**src/rtl/spi_cfg_sequencer_if.sv**
```systemverilog
// Bus bundle between the SPI config sequencer, its register table and the SPI master.
// master = sequencer side, slave = table / SPI master / host side.
interface spi_cfg_sequencer_if;
   logic        cfg_go;
   logic [7:0]  tbl_idx;
   logic [14:0] tbl_addr;
   logic [7:0]  tbl_data;
   logic        spi_ready;
   logic        spi_start;
   logic        spi_rw;
   logic [14:0] spi_addr;
   logic [7:0]  spi_wdata;
   logic [7:0]  spi_rdata;
   logic        spi_rdata_vld;
   logic        cfg_busy;
   logic        cfg_done;
   logic        cfg_err;
   logic [7:0]  err_idx;

   modport master (
      input  cfg_go, tbl_addr, tbl_data,
      input  spi_ready, spi_rdata, spi_rdata_vld,
      output tbl_idx, spi_start, spi_rw,
      output spi_addr, spi_wdata,
      output cfg_busy, cfg_done, cfg_err, err_idx
   );

   modport slave (
      output cfg_go, tbl_addr, tbl_data,
      output spi_ready, spi_rdata, spi_rdata_vld,
      input  tbl_idx, spi_start, spi_rw,
      input  spi_addr, spi_wdata,
      input  cfg_busy, cfg_done, cfg_err, err_idx
   );
endinterface

```
**src/rtl/spi_cfg_sequencer.sv**
```systemverilog
// Walks a register table and issues one SPI write per entry with an idle gap between transfers.
// Define SPI_CFG_READBACK_EN to follow each write with a verifying read of the same address.
module spi_cfg_sequencer #(
   parameter int          NUM_REGS   = 16,
   parameter logic [11:0] GAP_CYCLES = 12'd2001
) (
   input logic                 clk,
   input logic                 rstn,
   spi_cfg_sequencer_if.master bus
);

   typedef enum logic [2:0] {
      S_IDLE, S_FETCH, S_WAIT_RDY, S_GAP,
      S_START, S_WAIT_ACK, S_WAIT_DONE, S_FIN
   } state_t;

   localparam logic [7:0] LAST_IDX = 8'(NUM_REGS - 1);

   state_t      r_state;
   state_t      w_nxt;
   logic [11:0] r_gap_cnt;
   logic [7:0]  r_idx;
   logic        r_rw;
   logic [14:0] r_addr;
   logic [7:0]  r_wdata;
   logic        r_busy;
   logic        r_done;
   logic        w_go_acc;
   logic        w_xfer_end;
   logic        w_rd_pend;
   logic        w_last;

   assign w_last = (r_idx == LAST_IDX);

`ifdef SPI_CFG_READBACK_EN
   assign w_rd_pend = ~r_rw;
`else
   assign w_rd_pend = 1'b0;
`endif

   always_ff @(posedge clk or negedge rstn) begin
      if (!rstn) r_state <= S_IDLE;
      else       r_state <= w_nxt;
   end

   always_comb begin
      w_nxt      = r_state;
      w_go_acc   = 1'b0;
      w_xfer_end = 1'b0;
      unique case (r_state)
         S_IDLE, S_FIN: begin
            if (bus.cfg_go) begin
               w_go_acc = 1'b1;
               w_nxt    = S_FETCH;
            end
         end
         S_FETCH:    w_nxt = S_WAIT_RDY;
         S_WAIT_RDY: if (bus.spi_ready) w_nxt = S_GAP;
         S_GAP: begin
            if (!bus.spi_ready)              w_nxt = S_WAIT_RDY;
            else if (r_gap_cnt == GAP_CYCLES) w_nxt = S_START;
         end
         S_START:    w_nxt = S_WAIT_ACK;
         S_WAIT_ACK: if (!bus.spi_ready) w_nxt = S_WAIT_DONE;
         S_WAIT_DONE: begin
            if (bus.spi_ready) begin
               w_xfer_end = 1'b1;
               if (w_rd_pend)   w_nxt = S_WAIT_RDY;
               else if (w_last) w_nxt = S_FIN;
               else             w_nxt = S_FETCH;
            end
         end
         default: w_nxt = S_IDLE;
      endcase
   end

   // WAIT_RDY keeps the counter parked at 1 so a ready drop restarts the gap.
   always_ff @(posedge clk or negedge rstn) begin
      if (!rstn) begin
         r_gap_cnt <= 12'd0;
      end else if (r_state == S_WAIT_RDY) begin
         r_gap_cnt <= 12'd1;
      end else if (r_state == S_GAP) begin
         r_gap_cnt <= r_gap_cnt + 12'd1;
      end
   end

   always_ff @(posedge clk or negedge rstn) begin
      if (!rstn) begin
         r_idx   <= 8'd0;
         r_rw    <= 1'b0;
         r_addr  <= 15'd0;
         r_wdata <= 8'd0;
         r_busy  <= 1'b0;
         r_done  <= 1'b0;
      end else begin
         if (w_go_acc) begin
            r_idx  <= 8'd0;
            r_busy <= 1'b1;
            r_done <= 1'b0;
         end
         if (r_state == S_FETCH) begin
            r_addr  <= bus.tbl_addr;
            r_wdata <= bus.tbl_data;
            r_rw    <= 1'b0;
         end
         if (w_xfer_end) begin
            if (w_rd_pend) begin
               r_rw <= 1'b1;
            end else if (w_last) begin
               r_busy <= 1'b0;
               r_done <= 1'b1;
            end else begin
               r_idx <= r_idx + 8'd1;
            end
         end
      end
   end

`ifdef SPI_CFG_READBACK_EN
   logic       r_rd_seen;
   logic       r_rd_bad;
   logic       r_err;
   logic [7:0] r_err_idx;
   logic       w_vld;
   logic       w_rd_fail;

   // Only strobes during the read phase count; a missing strobe is a failure.
   assign w_vld     = bus.spi_rdata_vld & r_rw;
   assign w_rd_fail = r_rd_bad
                    | (w_vld & (bus.spi_rdata != r_wdata))
                    | ~(r_rd_seen | w_vld);

   always_ff @(posedge clk or negedge rstn) begin
      if (!rstn) begin
         r_rd_seen <= 1'b0;
         r_rd_bad  <= 1'b0;
         r_err     <= 1'b0;
         r_err_idx <= 8'd0;
      end else begin
         if (w_go_acc) begin
            r_err     <= 1'b0;
            r_err_idx <= 8'd0;
         end
         if (r_state == S_FETCH) begin
            r_rd_seen <= 1'b0;
            r_rd_bad  <= 1'b0;
         end else if (w_vld) begin
            r_rd_seen <= 1'b1;
            if (bus.spi_rdata != r_wdata) r_rd_bad <= 1'b1;
         end
         if (w_xfer_end && r_rw && w_rd_fail && !r_err) begin
            r_err     <= 1'b1;
            r_err_idx <= r_idx;
         end
      end
   end

   assign bus.cfg_err = r_err;
   assign bus.err_idx = r_err_idx;
`else
   logic w_unused_rb;
   assign w_unused_rb = ^{bus.spi_rdata, bus.spi_rdata_vld};
   assign bus.cfg_err = 1'b0;
   assign bus.err_idx = 8'd0;
`endif

   assign bus.tbl_idx   = r_idx;
   assign bus.spi_start = (r_state == S_START);
   assign bus.spi_rw    = r_rw;
   assign bus.spi_addr  = r_addr;
   assign bus.spi_wdata = r_wdata;
   assign bus.cfg_busy  = r_busy;
   assign bus.cfg_done  = r_done;

endmodule

```
**src/flat_wrapper.sv**
```systemverilog
// flat-port wrapper written by rule: the top's interface ports become plain ports
module spi_cfg_sequencer_flat 
#(
   parameter int          NUM_REGS   = 16,
   parameter logic [11:0] GAP_CYCLES = 12'd2001
)
  (clk, rstn, bus_cfg_go, bus_tbl_addr, bus_tbl_data, bus_spi_ready, bus_spi_rdata, bus_spi_rdata_vld, bus_tbl_idx, bus_spi_start, bus_spi_rw, bus_spi_addr, bus_spi_wdata, bus_cfg_busy, bus_cfg_done, bus_cfg_err, bus_err_idx);
  spi_cfg_sequencer_if bus_i ();
  input logic clk;
  input logic rstn;
  input wire logic [$bits(bus_i.cfg_go)-1:0] bus_cfg_go;
  input wire logic [$bits(bus_i.tbl_addr)-1:0] bus_tbl_addr;
  input wire logic [$bits(bus_i.tbl_data)-1:0] bus_tbl_data;
  input wire logic [$bits(bus_i.spi_ready)-1:0] bus_spi_ready;
  input wire logic [$bits(bus_i.spi_rdata)-1:0] bus_spi_rdata;
  input wire logic [$bits(bus_i.spi_rdata_vld)-1:0] bus_spi_rdata_vld;
  output wire logic [$bits(bus_i.tbl_idx)-1:0] bus_tbl_idx;
  output wire logic [$bits(bus_i.spi_start)-1:0] bus_spi_start;
  output wire logic [$bits(bus_i.spi_rw)-1:0] bus_spi_rw;
  output wire logic [$bits(bus_i.spi_addr)-1:0] bus_spi_addr;
  output wire logic [$bits(bus_i.spi_wdata)-1:0] bus_spi_wdata;
  output wire logic [$bits(bus_i.cfg_busy)-1:0] bus_cfg_busy;
  output wire logic [$bits(bus_i.cfg_done)-1:0] bus_cfg_done;
  output wire logic [$bits(bus_i.cfg_err)-1:0] bus_cfg_err;
  output wire logic [$bits(bus_i.err_idx)-1:0] bus_err_idx;
  assign bus_i.cfg_go = bus_cfg_go;
  assign bus_i.tbl_addr = bus_tbl_addr;
  assign bus_i.tbl_data = bus_tbl_data;
  assign bus_i.spi_ready = bus_spi_ready;
  assign bus_i.spi_rdata = bus_spi_rdata;
  assign bus_i.spi_rdata_vld = bus_spi_rdata_vld;
  assign bus_tbl_idx = bus_i.tbl_idx;
  assign bus_spi_start = bus_i.spi_start;
  assign bus_spi_rw = bus_i.spi_rw;
  assign bus_spi_addr = bus_i.spi_addr;
  assign bus_spi_wdata = bus_i.spi_wdata;
  assign bus_cfg_busy = bus_i.cfg_busy;
  assign bus_cfg_done = bus_i.cfg_done;
  assign bus_cfg_err = bus_i.cfg_err;
  assign bus_err_idx = bus_i.err_idx;
  spi_cfg_sequencer #(.NUM_REGS(NUM_REGS), .GAP_CYCLES(GAP_CYCLES)) u_core (.clk(clk), .rstn(rstn), .bus(bus_i));
endmodule
```
**config.mk**
```make
export PLATFORM = sky130hd
export DESIGN_NAME = spi_cfg_sequencer_flat
export DESIGN_NICKNAME = d
export VERILOG_FILES = /design/src/rtl/spi_cfg_sequencer_if.sv /design/src/rtl/spi_cfg_sequencer.sv /design/src/flat_wrapper.sv
export SDC_FILE = /design/constraint.sdc
export NUM_CORES = 1
export LEC_CHECK = 0
export CAP_MARGIN = 30
export CORE_UTILIZATION = 35
export DETAILED_ROUTE_END_ITERATION = 10
export PLACE_DENSITY = 0.6
export SYNTH_ARGS = -nofsm -noshare
export SYNTH_HDL_FRONTEND = slang
export SYNTH_SLANG_ARGS = --single-unit
```
**constraint.sdc**
```tcl
create_clock -name clk -period 1.75 [get_ports clk]
set_input_delay 0.2625 -clock clk [delete_from_list [all_inputs] [get_ports clk]]
set_output_delay 0.2625 -clock clk [all_outputs]
set_load 0.05 [all_outputs]
```
# After elaboration in Yosys (flattened, before gate mapping)
# Cells that the tools add are included.
totals:
  register_bits: 48
  inputBits: 36
classes:
  add_sub_neg: 2
  eq_ne: 14
  n_mux: 23
  reduce_logical: 4
op_table:
  columns: ["op", "n"]
  rows:
  - ["two-way mux 12 bit", 2]
  - ["two-way mux 8 bit", 3]
  - ["two-way mux 3 bit", 7]
  - ["one-hot mux 3 bit (7 select lines)", 1]
  - ["adder 12 x 1 -> 12 bit, second input constant", 1]
  - ["equality test 12 x 11 -> 1 bit, second input constant", 1]
  - ["equality test 3 bit, second input constant", 4]
  - ["two-way mux 1 bit", 10]
  - ["adder 8 x 1 -> 8 bit, second input constant", 1]
  - ["equality test 8 x 4 -> 1 bit, second input constant", 1]
  - ["inequality test 2 bit, second input constant", 4]
  - ["equality test 3 x 2 -> 1 bit, second input constant", 2]
  - ["AND reduction 5 bit", 1]
  - ["equality test 3 x 1 -> 1 bit, second input constant", 1]
  - ["logical NOT 3 bit", 1]
  - ["inequality test 3 x 2 -> 1 bit, second input constant", 1]
  - ["nonzero test 2 bit", 1]
  - ["OR reduction 2 bit", 1]

# Depth between registers and ports, before layout
# Gate-level depths: netlist of run 1.
logic_depth:
  ltp_word: 6
  depth_mapped: 6
  depth_no_buf: 6

# Worst setup path before layout of run 1
# OpenSTA, ideal clock, no wires.
synth_timing:
  path_kind: "reg-to-output"
  from: "reg u_core.r_state[0]"
  to: "out bus_spi_start"
  arrival_ns: 1.789
  path_slack_ns: -0.302
  path_stages_with_launch: 3
  path_buffers: 1
  path_cell_list: "dfrtp_1 clkbuf_1 nor3b_1"
synth_between:
  elab_chain_cells: 1
synth_lines:
  columns: ["item", "line_no", "source"]
  rows:
  - ["start, declared", "spi_cfg_sequencer.sv:19", "state_t r_state;"]
  - ["start signal, assigned", "spi_cfg_sequencer.sv:43", "else r_state <= w_nxt;"]
  - ["equality test 3 bit", "spi_cfg_sequencer.sv:169", "assign bus.spi_start = (r_state == S_START);"]
  - ["end, declared", "flat_wrapper.sv:18", "output wire logic [$bits(bus_i.spi_start)-1:0] bus_spi_start;"]
# Every way passes these cells.

# Final worst setup path of run 1
layout_timing:
  from: "reg u_core.r_wdata[5] (netlist: u_core.bus.spi_wdata[5])"
  to: "out bus_spi_wdata[5]"
layout_lines:
  columns: ["item", "line_no", "source"]
  rows:
  - ["start, declared", "spi_cfg_sequencer.sv:25", "logic [7:0] r_wdata;"]
  - ["start signal, assigned", "spi_cfg_sequencer.sv:104", "r_wdata <= bus.tbl_data;"]
  - ["end, declared", "flat_wrapper.sv:21", "output wire logic [$bits(bus_i.spi_wdata)-1:0] bus_spi_wdata;"]
# No word-level cell between the ends.

==> run summary, run 1 <==
Setup CP Type: reg2out
Drt drc: 0
Max frequency: 590 MHz
Initial antenna violation count: 0
Sequential cell area fraction in the yosys report: 51.4%
Min Tclk post-route: 1.70 ns
RSZ-0062 raised after global routing: false
Multi-input gate area: 1050 µm²
Cells along the critical path: clkdlybuf4s50_1
Core area: 6390 µm²
Worst Reg2Reg Path Length in Cells: 5
Async SR Flop Fraction: 100%
Clk buf depth: 2
Clock sink count: 48
Yosys reg bits: 48
Slew HR: 64.9%
CP max stage delay: 0.80 ns
Stages on the worst setup path: 1
EDFF count, synth: 0
Final period utilization: 96.9%
Root buffer cell: clkbuf_8
Slowest CP cell: clkdlybuf4s50_1
PwrDens: 1600 nW/µm²
Final setup viols: 0
Area added between synthesis and finish: 38.4%
Clock Skew: 0.00502 ns
# diodes: 0
Vias in the first global route: 1,734
Req. time, crit path: 1.49 ns
Detailed placement HPWL: 3420 µm
DRT Wirelength: 4830 µm
Most common cell in the netlist: dfrtp_1
Gpl congestion: 0.767
Final slew viol count: 0
Buf/Inv on CP: 1
Vias post-DR: 1,790
Critical Path Sink Type: primary output
FF+latch area: 1200 µm²
Total grt overflow: 0
Num rows: 29
Die Y: 83.7 µm
# nets final: 327
Setup slack after layout: 0.0548 ns
Wire per inst: 13.2 µm
Die width: 83.7 µm
Max VDD drop: 1.02 mV
Synth area leaders: dfrtp_1 (51%), mux2_2 (11%), nand2_1 (4.3%), buf_4 (3.9%), mux2i_1 (3.4%)
Yosys warning count: 0
Post-DP Area: 3070 µm²
Measured slew at the worst slew-check pin: 0.525 ns
CTS H-tree depth: 2
Global-route wire length before repair: 8180 µm
Via density: 4.89
Critical path's top delay family: buffers and inverters
Share of layout cells above drive strength 1: 22.1%
CTS tree: built
Antenna viol nets, final: 0
Hold WC Path Type: in2async
Drt first pass iters: 4
Unique masters post-synth: 44
Gr usage total: 14.6%
Setup crit start kind: register
Mapped cell area: 2340 µm²
Largest net degree at the start of global routing: 49
Number of port buffers: 60
Setup tns final: 0 ns
CTS Buf Count: 5
Die area: 7010 µm²
Post-Syn Area per Cell: 10.9 µm²
Num ports: 80
Final instance area: 3240 µm²
Cell count after synthesis: 215
Worst skew pair latency: 0.29 ns
LEAKAGE: 1.57 nW
Status: finished, final reports clean
Worst reg-to-reg setup slack: 0.17 ns
Top FF cell, synth: dfrtp_1
Share of the synthesized area in the top cell type: 51.4%
Setup WS pre-CTS: 0.0975 ns
FILL cells: 564
Leading area contributor after synthesis: dfrtp_1
Clk pin slew, worst setup/hold paths: 0.09 ns
Max-Cap Viols: 0
Critical-path maximum fanout: 2
DR iter-0 viols: 69
Final-report hold violation count: 0
Initial core utilization: 36.6%
Commonest cells in the netlist: dfrtp_1 (48), nand2_1 (27), mux2_2 (23), o21ai_0 (13), buf_4 (12)
CP arrival: 1.43 ns
==> registers in the layout, summed over array words and instances, names as in the netlist <==
register              flops
u_core.bus.spi_addr      15
u_core.r_gap_cnt         12
u_core.bus.cfg_done       1
u_core.bus.spi_wdata      8
u_core.bus.cfg_busy       1
u_core.bus.tbl_idx        8
u_core.r_state            3
==> metrics by stage <==
step                      utilization, %  hold slack (ns)  total power [mW]  std cells
final                               50.7            0.466              5.18        366
after global routing                50.7            0.501              5.46        366
after CTS                           49.9            0.486              5.25        366
after detailed placement            48.1            0.270              4.46        357
after global placement              48.1            0.271              4.41        357
after floorplan                        -          -0.0331              3.52        224
==> cell type report <==
class / instances / share of cell area [%]
repair buffers: 76 / 23.6
clock buffers: 6 / 2.24
clock inverters: 2 / 1.08
flip-flops and latches: 48 / 37.1
inverters: 4 / 0.464
well taps: 77 / 2.98
multi-input cells: 153 / 32.5
==> repair_timing <==
item | in CTS | in global routing
buffers inserted | 0 | 0
endpoints found under the setup margin | 0 | 20
hold buffers | 1 | 0
gates resized for setup | 0 | 19
endpoints found under the hold margin | 48 | 0
==> per-layer routing <==
| metal | global-route usage [%] | wire length (µm) | vias to the layer above |
|---|---|---|---|
| met3 | 3.96 | 244 | 2 |
| met5 | 0 | 0 | - |
| li1 | - | - | 902 |
| met4 | 4.78 | 41 | 0 |
| met2 | 23.1 | 2120 | 48 |
| met1 | 19.3 | 2420 | 838 |
==> worst paths after layout <==
kind	start	end
min reg2reg	u_core.bus.spi_addr[8]	u_core.bus.spi_addr[8]
min	rstn	u_core.r_gap_cnt[9]
max	u_core.bus.spi_wdata[5]	bus_spi_wdata[5]
min in group clk	u_core.bus.spi_addr[8]	u_core.bus.spi_addr[8]
max in group asynchronous	rstn	u_core.bus.spi_addr[10]
max reg2reg	u_core.r_gap_cnt[1]	u_core.r_gap_cnt[6]
==> placed cells by master (no fill, tap or decap), types with 2 or more instances in the layout <==
master and n:
nand3_1 9, nand2b_1 3, nor2_1 6, nand2_1 27
and4_1 2, mux2_2 23, buf_12 3, a21oi_1 6
o21a_1 3, conb_1 10, buf_4 26, or4_1 2
a41o_1 2, mux2i_1 8, inv_1 4, dlymetal6s2s_1 17
clkdlybuf4s50_1 28, o21ai_0 13, ha_1 3, clkbuf_8 5
dfrtp_1 47, nor3_1 3, nand4_1 5, and3_1 4
==> tightest hold or removal path, delay by kind of cell <==
kind,cells,cell delay (ns)
buf+inv,3,0.88
==> cell families after synthesis <==
family | Yosys count | share of synthesized area, %
AND/OR/NAND/NOR | 74 | 16.6
flip-flops | 48 | 51.4
buffers and inverters | 23 | 5.78
adder cells (fa/ha/maj) | 3 | 1.61
multiplexers | 32 | 15.0
AO/OA/AOI/OAI | 33 | 9.15
XOR/XNOR | 1 | 0.375
other | 1 | 0.160
==> where the power goes <==
group	total (mW)	leakage (nW)	switching (mW)	internal, mW
logic	2.71	0.907	1.66	1.05
registers	1.69	0.604	0.228	1.46
clock network	0.784	0.0552	0.360	0.424
Power figures use the tool's default switching activity.
==> inputs of run 2 (changes only) <==
- CORE_ASPECT_RATIO: not set -> 0.9
- CORE_UTILIZATION: 35 -> 29
- PLACE_DENSITY: 0.6 -> 0.51
- clock period: 1.75 -> 1.6 ns (I/O delays scaled with it)
==> run 2 against run 1 <==
Net effect: global-route usage is 1.8 points lower; utilization is 7.6 points lower; clock skew is 0.0012 ns higher; final area is 1.9% higher; via count is 5.4% higher; combinational power is 12% higher; largest cell class unchanged; final cell count is 9.0% higher; critical path depth is 2 higher; wire length is 5.5% higher.
==> run summary, run 2 (synthesis results as in run 1) <==
Largest register FFs: 15 (unchanged)
LEAKAGE: 1.50 nW (-4.4%)
Vias in the first global route: 1,755 (+1.2%)
# nets final: 341 (+4.3%)
Cells along the critical path: buf_4, nor3b_4, buf_12
Clock sink count: 48 (unchanged)
Sequential share of power: 32.4% (-0.2 points)
Slowest CP cell: dfrtp_2
Die width: 96.7 µm (+15%)
Max VDD drop: 0.636 mV (-37%)
Setup WS pre-CTS: -0.0672 ns (-0.165 ns)
Req. time, crit path: 1.36 ns (-0.13 ns)
Total grt overflow: 0 (unchanged)
Clock Skew: 0.00624 ns (+0.00122 ns)
Die Y: 87.2 µm (+4.1%)
Via density: 4.73 (-3.3%)
Max frequency: 655 MHz
Final Non-Filler Cells: 399 (+9.0%)
Core area: 7660 µm² (+20%)
Setup slack after layout: 0.0735 ns (+0.0187 ns)
Commonest cells after routing, fill and taps aside: buf_4 (58), dfrtp_1 (43), nand2_1 (27), clkdlybuf4s50_1 (25), mux2_2 (23)
Worst Reg2Reg Path Length in Cells: 3 (-2)
DRT Wirelength: 5100 µm (+5.5%)
PwrDens: 1700 nW/µm² (+6.5%)
# placed instances: 385 (+7.8%)
Critical path's top delay family: flip-flops
Wire per inst: 12.8 µm (-3.2%)
Gr usage total: 12.7% (-1.8 points)
Hold WC Path Type: in2async
Largest net degree at the start of global routing: 49 (unchanged)
Comb power frac: 54.2% (+1.9 points)
Clk pin slew, worst setup/hold paths: 0.09 ns (about the same)
Fin util: 43.1% (-7.6 points)
Final period utilization: 95.4%
Setup CP Type: reg2out
CTS Buf Count: 5 (unchanged)
FILL cells: 754 (+34%)
Detailed placement HPWL: 3500 µm (+2.2%)
Psw: 2.51 mW (+12%)
Num ports: 80 (unchanged)
Buf/Inv on CP: 2 (+1)
Switch share: 44.6% (+1.2 points)
Final setup viols: 0 (unchanged)
Area added between synthesis and finish: 41.0%
Num rows: 30 (+3.4%)
Global-route wire length before repair: 8520 µm (+4.2%)
CP max stage delay: 0.43 ns (-0.37 ns)
Number of port buffers: 60 (unchanged)
Critical-path maximum fanout: 8 (+6)
Worst skew pair latency: 0.30 ns (about the same)
Internal: 3.11 mW (+6.1%)
Clk buf depth: 2 (unchanged)
Status: finished, final reports clean
CP arrival: 1.29 ns (-0.14 ns)
Final Power: 5.61 mW (+8.4%)
Commonest non-fill, non-tap cell in the layout: buf_4
Stages on the worst setup path: 3 (+2)
# diodes: 0 (unchanged)
CTS tree: built
Drt drc: 0 (unchanged)
Critical Path Sink Type: primary output
Final slew viol count: 0 (unchanged)
Drt first pass iters: 4 (unchanged)
Clock share of power: 13.3% (-1.9 points)
Vias post-DR: 1,887 (+5.4%)
Setup crit start kind: register
Initial antenna violation count: 0 (unchanged)
Root buffer cell: clkbuf_8
Initial core utilization: 30.5% (-6.1 points)
Gpl congestion: 0.732 (-4.5%)
Die area: 8430 µm² (+20%)
Final-report hold violation count: 0 (unchanged)
CTS H-tree depth: 2 (unchanged)
Antenna viol nets, final: 0 (unchanged)
Min Tclk post-route: 1.53 ns
Share of layout cells above drive strength 1: 34.7% (+13 points)
DR iter-0 viols: 87 (+26%)
Max-Cap Viols: 0 (unchanged)
## run 2: cell types whose count changed in the layout (fill, tap and decap cells not counted), moves of 3 or more
cell	change
dlymetal6s2s_1	-17
clkdlybuf4s50_1	-3
buf_4	+32
dfrtp_1	-4
dfrtp_2	+4
## run 2: routing by layer
metal	track usage, %	share of wire [%]	wire (µm)	up-vias
met5	0	0	0	-
met4	4.34	1.0	51	0
met3	3.29	5.8	297	5
met2	18.8	43	2170	58
met1	18.1	51	2570	901
li1	-	-	-	923
## run 2: timing repair
action	4_1_cts	5_1_grt
hold buffers	1	0
endpoints found under the hold margin	48	0
gates resized for setup	3	5
setup endpoints to repair	1	10
buffers inserted	5	0
## run 2: area by class of cell
type	count	area [µm²]	share of cell area, %
inverter	4	15.0	0.455
multi-input combinational	153	1070	32.4
clock buffer	6	82.6	2.50
sequential	48	1210	36.6
tap	96	120	3.64
clock inverter	2	10.0	0.304
timing repair buffer	90	792	24.0
## run 2: power groups by stage
| stage | logic, mW | registers [mW] | clock network [mW] |
|---|---|---|---|
| floorplan | 0.914 | 2.93 | 0 |
| global placement | 2.94 | 1.86 | 0 |
| detailed placement | 2.94 | 1.88 | 0 |
| CTS | 3.06 | 1.82 | 0.796 |
| global route | 3.22 | 1.89 | 0.860 |
| finish | 3.04 | 1.82 | 0.749 |
## run 2: metrics by stage
step / setup TNS, ns / cell area, µm² / hold WS [ns]
floorplan: 0 / 2380 / -0.0556
global placement: -0.171 / 3130 / 0.255
detailed placement: -0.247 / 3130 / 0.254
CTS: 0 / 3280 / 0.460
global route: -0.00303 / 3300 / 0.474
finish: 0 / 3300 / 0.438
## run 2: worst paths after layout
check	start	endpoint	slack [ns]
min in group clk	u_core.bus.spi_wdata[0]	u_core.bus.spi_wdata[0]	0.49
hold reg to reg	u_core.bus.spi_wdata[0]	u_core.bus.spi_wdata[0]	0.49
hold / removal	rstn	u_core.bus.spi_wdata[6]	0.44
max in group asynchronous	rstn	u_core.bus.tbl_idx[0]	0.89
setup / recovery	u_core.r_state[0]	bus_spi_start	0.07
setup reg to reg	u_core.r_gap_cnt[3]	u_core.r_state[0]	0.09
## run 2: worst reg2reg max path, stage by stage, from the launching register on
cell,delay (ns)
dfrtp_1,0.46
nor4b_1,0.31
nand4_1,0.22
a311o_1,0.40
==> inputs of run 3 (changes only) <==
- CORE_UTILIZATION: 29 -> 41
- GPL_TIMING_DRIVEN: not set -> 1
- PLACE_DENSITY: 0.51 -> 0.72
- clock period: 1.6 -> 1.3 ns (I/O delays scaled with it)
==> run 3 against run 2 <==
Net effect: the run now ends with negative setup slack left; die area shrank 29%; worst setup slack lost 0.27 ns; critical path type is now reg2reg; sequential power grew 40%; critical endpoint is now u_core.bus.spi_addr[0]; count of clock-buffer cells in the layout is the same; combinational power grew 86%; first-iteration DRC count shrank 37%; worst hold slack lost 0.053 ns; clock skew grew 0.0035 ns; final area grew 29%; global-route usage grew 7.1 points.
==> run summary, run 3 (synthesis results as in run 1) <==
Status: finished, violations left
Failing checks: negative setup slack
Vias in the first global route: 1,944 (+11%)
Clk buf depth: 2 (unchanged)
Req. time, crit path: 1.49 ns (+0.13 ns)
Critical-path maximum fanout: 6 (-2)
Setup crit start kind: register
# nets final: 372 (+9.1%)
Gr usage total: 19.8% (+7.1 points)
Drt first pass iters: 4 (unchanged)
Initial core utilization: 43.5% (+13 points)
Initial antenna violation count: 0 (unchanged)
DR iter-0 viols: 55 (-37%)
Number of port buffers: 60 (unchanged)
Cells along the critical path: buf_6, inv_4, nor3_4, buf_12, clkbuf_16, mux2_4
Worst Reg2Reg Path Length in Cells: 6 (+3)
Die area: 6010 µm² (-29%)
Die Y: 73.6 µm (-16%)
# diodes: 0 (unchanged)
Share of layout cells above drive strength 1: 50.3% (+16 points)
Commonest non-fill, non-tap cell in the layout: buf_4
Critical Path Sink: u_core.bus.spi_addr[0]
CTS Buf Count: 5 (unchanged)
Stages on the worst setup path: 6 (+3)
Commonest cells after routing, fill and taps aside: buf_4 (41), dfrtp_1 (39), buf_12 (37), clkdlybuf4s50_1 (25), mux2_4 (23)
RSZ-0062 raised after global routing: true
Clk pin slew, worst setup/hold paths: 0.09 ns (about the same)
Max frequency: 667 MHz
CTS tree: built
Buf/Inv on CP: 4 (+2)
Antenna viol nets, final: 0 (unchanged)
Largest register FFs: 15 (unchanged)
Critical path's top delay family: buffers and inverters
RR Startpoint: u_core.r_state[0]
Clock sink count: 48 (unchanged)
Total grt overflow: 0 (unchanged)
Final-report hold violation count: 0 (unchanged)
Core area: 5380 µm² (-30%)
LEAKAGE: 1.92 nW (+28%)
Setup WS pre-CTS: -0.222 ns (-0.155 ns)
Worst skew pair latency: 0.30 ns (about the same)
Setup CP Type: reg2reg
Setup slack after layout: -0.200 ns (-0.273 ns)
Largest net degree at the start of global routing: 49 (unchanged)
Reg-to-reg endpoint: u_core.bus.spi_addr[0]
Root buffer cell: clkbuf_8
Critical Path Sink Type: register
Detailed placement HPWL: 4090 µm (+17%)
CTS H-tree depth: 2 (unchanged)
Min Tclk post-route: 1.50 ns
Worst reg-to-reg setup slack: -0.20 ns (-0.29 ns)
Hold WC Path Type: in2async
Final period utilization: 115%
Drt drc: 0 (unchanged)
Area added between synthesis and finish: 81.6%
Max VDD drop: 1.94 mV (+200%)
Final setup viols: 47 (+47)
Clock Skew: 0.00974 ns (+0.00350 ns)
Slowest CP cell: dfrtp_1
Setup tns final: -6.50 ns (-6.50 ns)
DRT Wirelength: 6560 µm (+29%)
Gpl congestion: 0.830 (+13%)
Max-Cap Viols: 0 (unchanged)
Num rows: 25 (-17%)
Wire per inst: 16.4 µm (+28%)
CP max stage delay: 0.42 ns (about the same)
Die width: 81.6 µm (-16%)
Global-route wire length before repair: 9050 µm (+6.1%)
PwrDens: 2200 nW/µm² (+29%)
Crit path from: u_core.r_state[0]
Via density: 5.24 (+11%)
Final slew viol count: 0 (unchanged)
Vias post-DR: 2,100 (+11%)
Num ports: 80 (unchanged)
CP arrival: 1.69 ns (+0.40 ns)
run 3: cell count changes in the layout (fill, tap and decap cells not counted), moves of 4 or more:
cell	before	now
nand2_1	27	22
buf_6	1	12
nand2_2	0	5
o21ai_0	13	4
buf_4	58	41
mux2_4	0	23
mux2_2	23	1
buf_12	4	37
dfrtp_1	43	39
dfrtp_2	5	9
o21ai_1	0	6
run 3: cell type report:
cell class	instances	area, µm²
multi-input combinational	153	1290
tap	67	83.8
clock buffer	6	82.6
fill	305	1130
sequential	48	1210
timing repair buffer	121	1520
inverter	4	17.5
clock inverter	2	38.8
run 3: worst min-delay path by stage:
stage	slack, ns	from	depth (start not counted)	end
finish	0.38	rstn	3	u_core.bus.spi_wdata[3]
global route	0.42	rstn	3	u_core.bus.spi_wdata[3]
CTS	0.41	rstn	3	u_core.bus.spi_addr[12]
detailed placement	0.20	rstn	2	u_core.bus.spi_addr[12]
global placement	0.20	rstn	2	u_core.bus.spi_addr[12]
floorplan	-0.10	rstn	0	u_core.bus.cfg_busy
run 3: worst reg2reg max path: stages (launching register included):
cell and delay [ns]:
dfrtp_1 0.42, buf_6 0.12, inv_4 0.04, nor3_4 0.20, buf_12 0.16, clkbuf_16 0.16, mux2_4 0.30
run 3: metal layers:
| layer | GRT usage, % | vias up | part of all wire, % |
|---|---|---|---|
| li1 | - | 997 | - |
| met1 | 28.1 | 1018 | 45 |
| met2 | 30.7 | 77 | 48 |
| met3 | 4.10 | 8 | 6.4 |
| met4 | 5.26 | 0 | 0.79 |
| met5 | 0 | - | 0 |
run 3: through the flow:
| stage | cells | hold slack [ns] | instance area [µm²] | total power, mW | utilization (%) |
|---|---|---|---|---|---|
| 2_1_floorplan | 224 | -0.101 | 2550 | 5.10 | - |
| 3_3_place_gp | 378 | 0.199 | 3800 | 7.47 | 70.6 |
| 3_5_place_dp | 378 | 0.201 | 3800 | 7.57 | 70.6 |
| 4_1_cts | 393 | 0.411 | 4060 | 8.93 | 75.5 |
| 5_1_grt | 401 | 0.420 | 4250 | 9.70 | 78.9 |
| 6_report | 401 | 0.385 | 4250 | 9.32 | 78.9 |
run 3: what timing repair did:
item	CTS	global route
hold buffers	1	0
resized for setup	27	24
buffers inserted	7	4
setup endpoints to repair	45	48
endpoints found under the hold margin	48	0
pin swaps	16	13
gates cloned	0	4
run 3: report_power, final:
group / total (mW) / internal [mW] / switching, mW
combinational: 5.64 / 3.04 / 2.60
sequential: 2.55 / 1.97 / 0.577
clock: 1.14 / 0.629 / 0.507
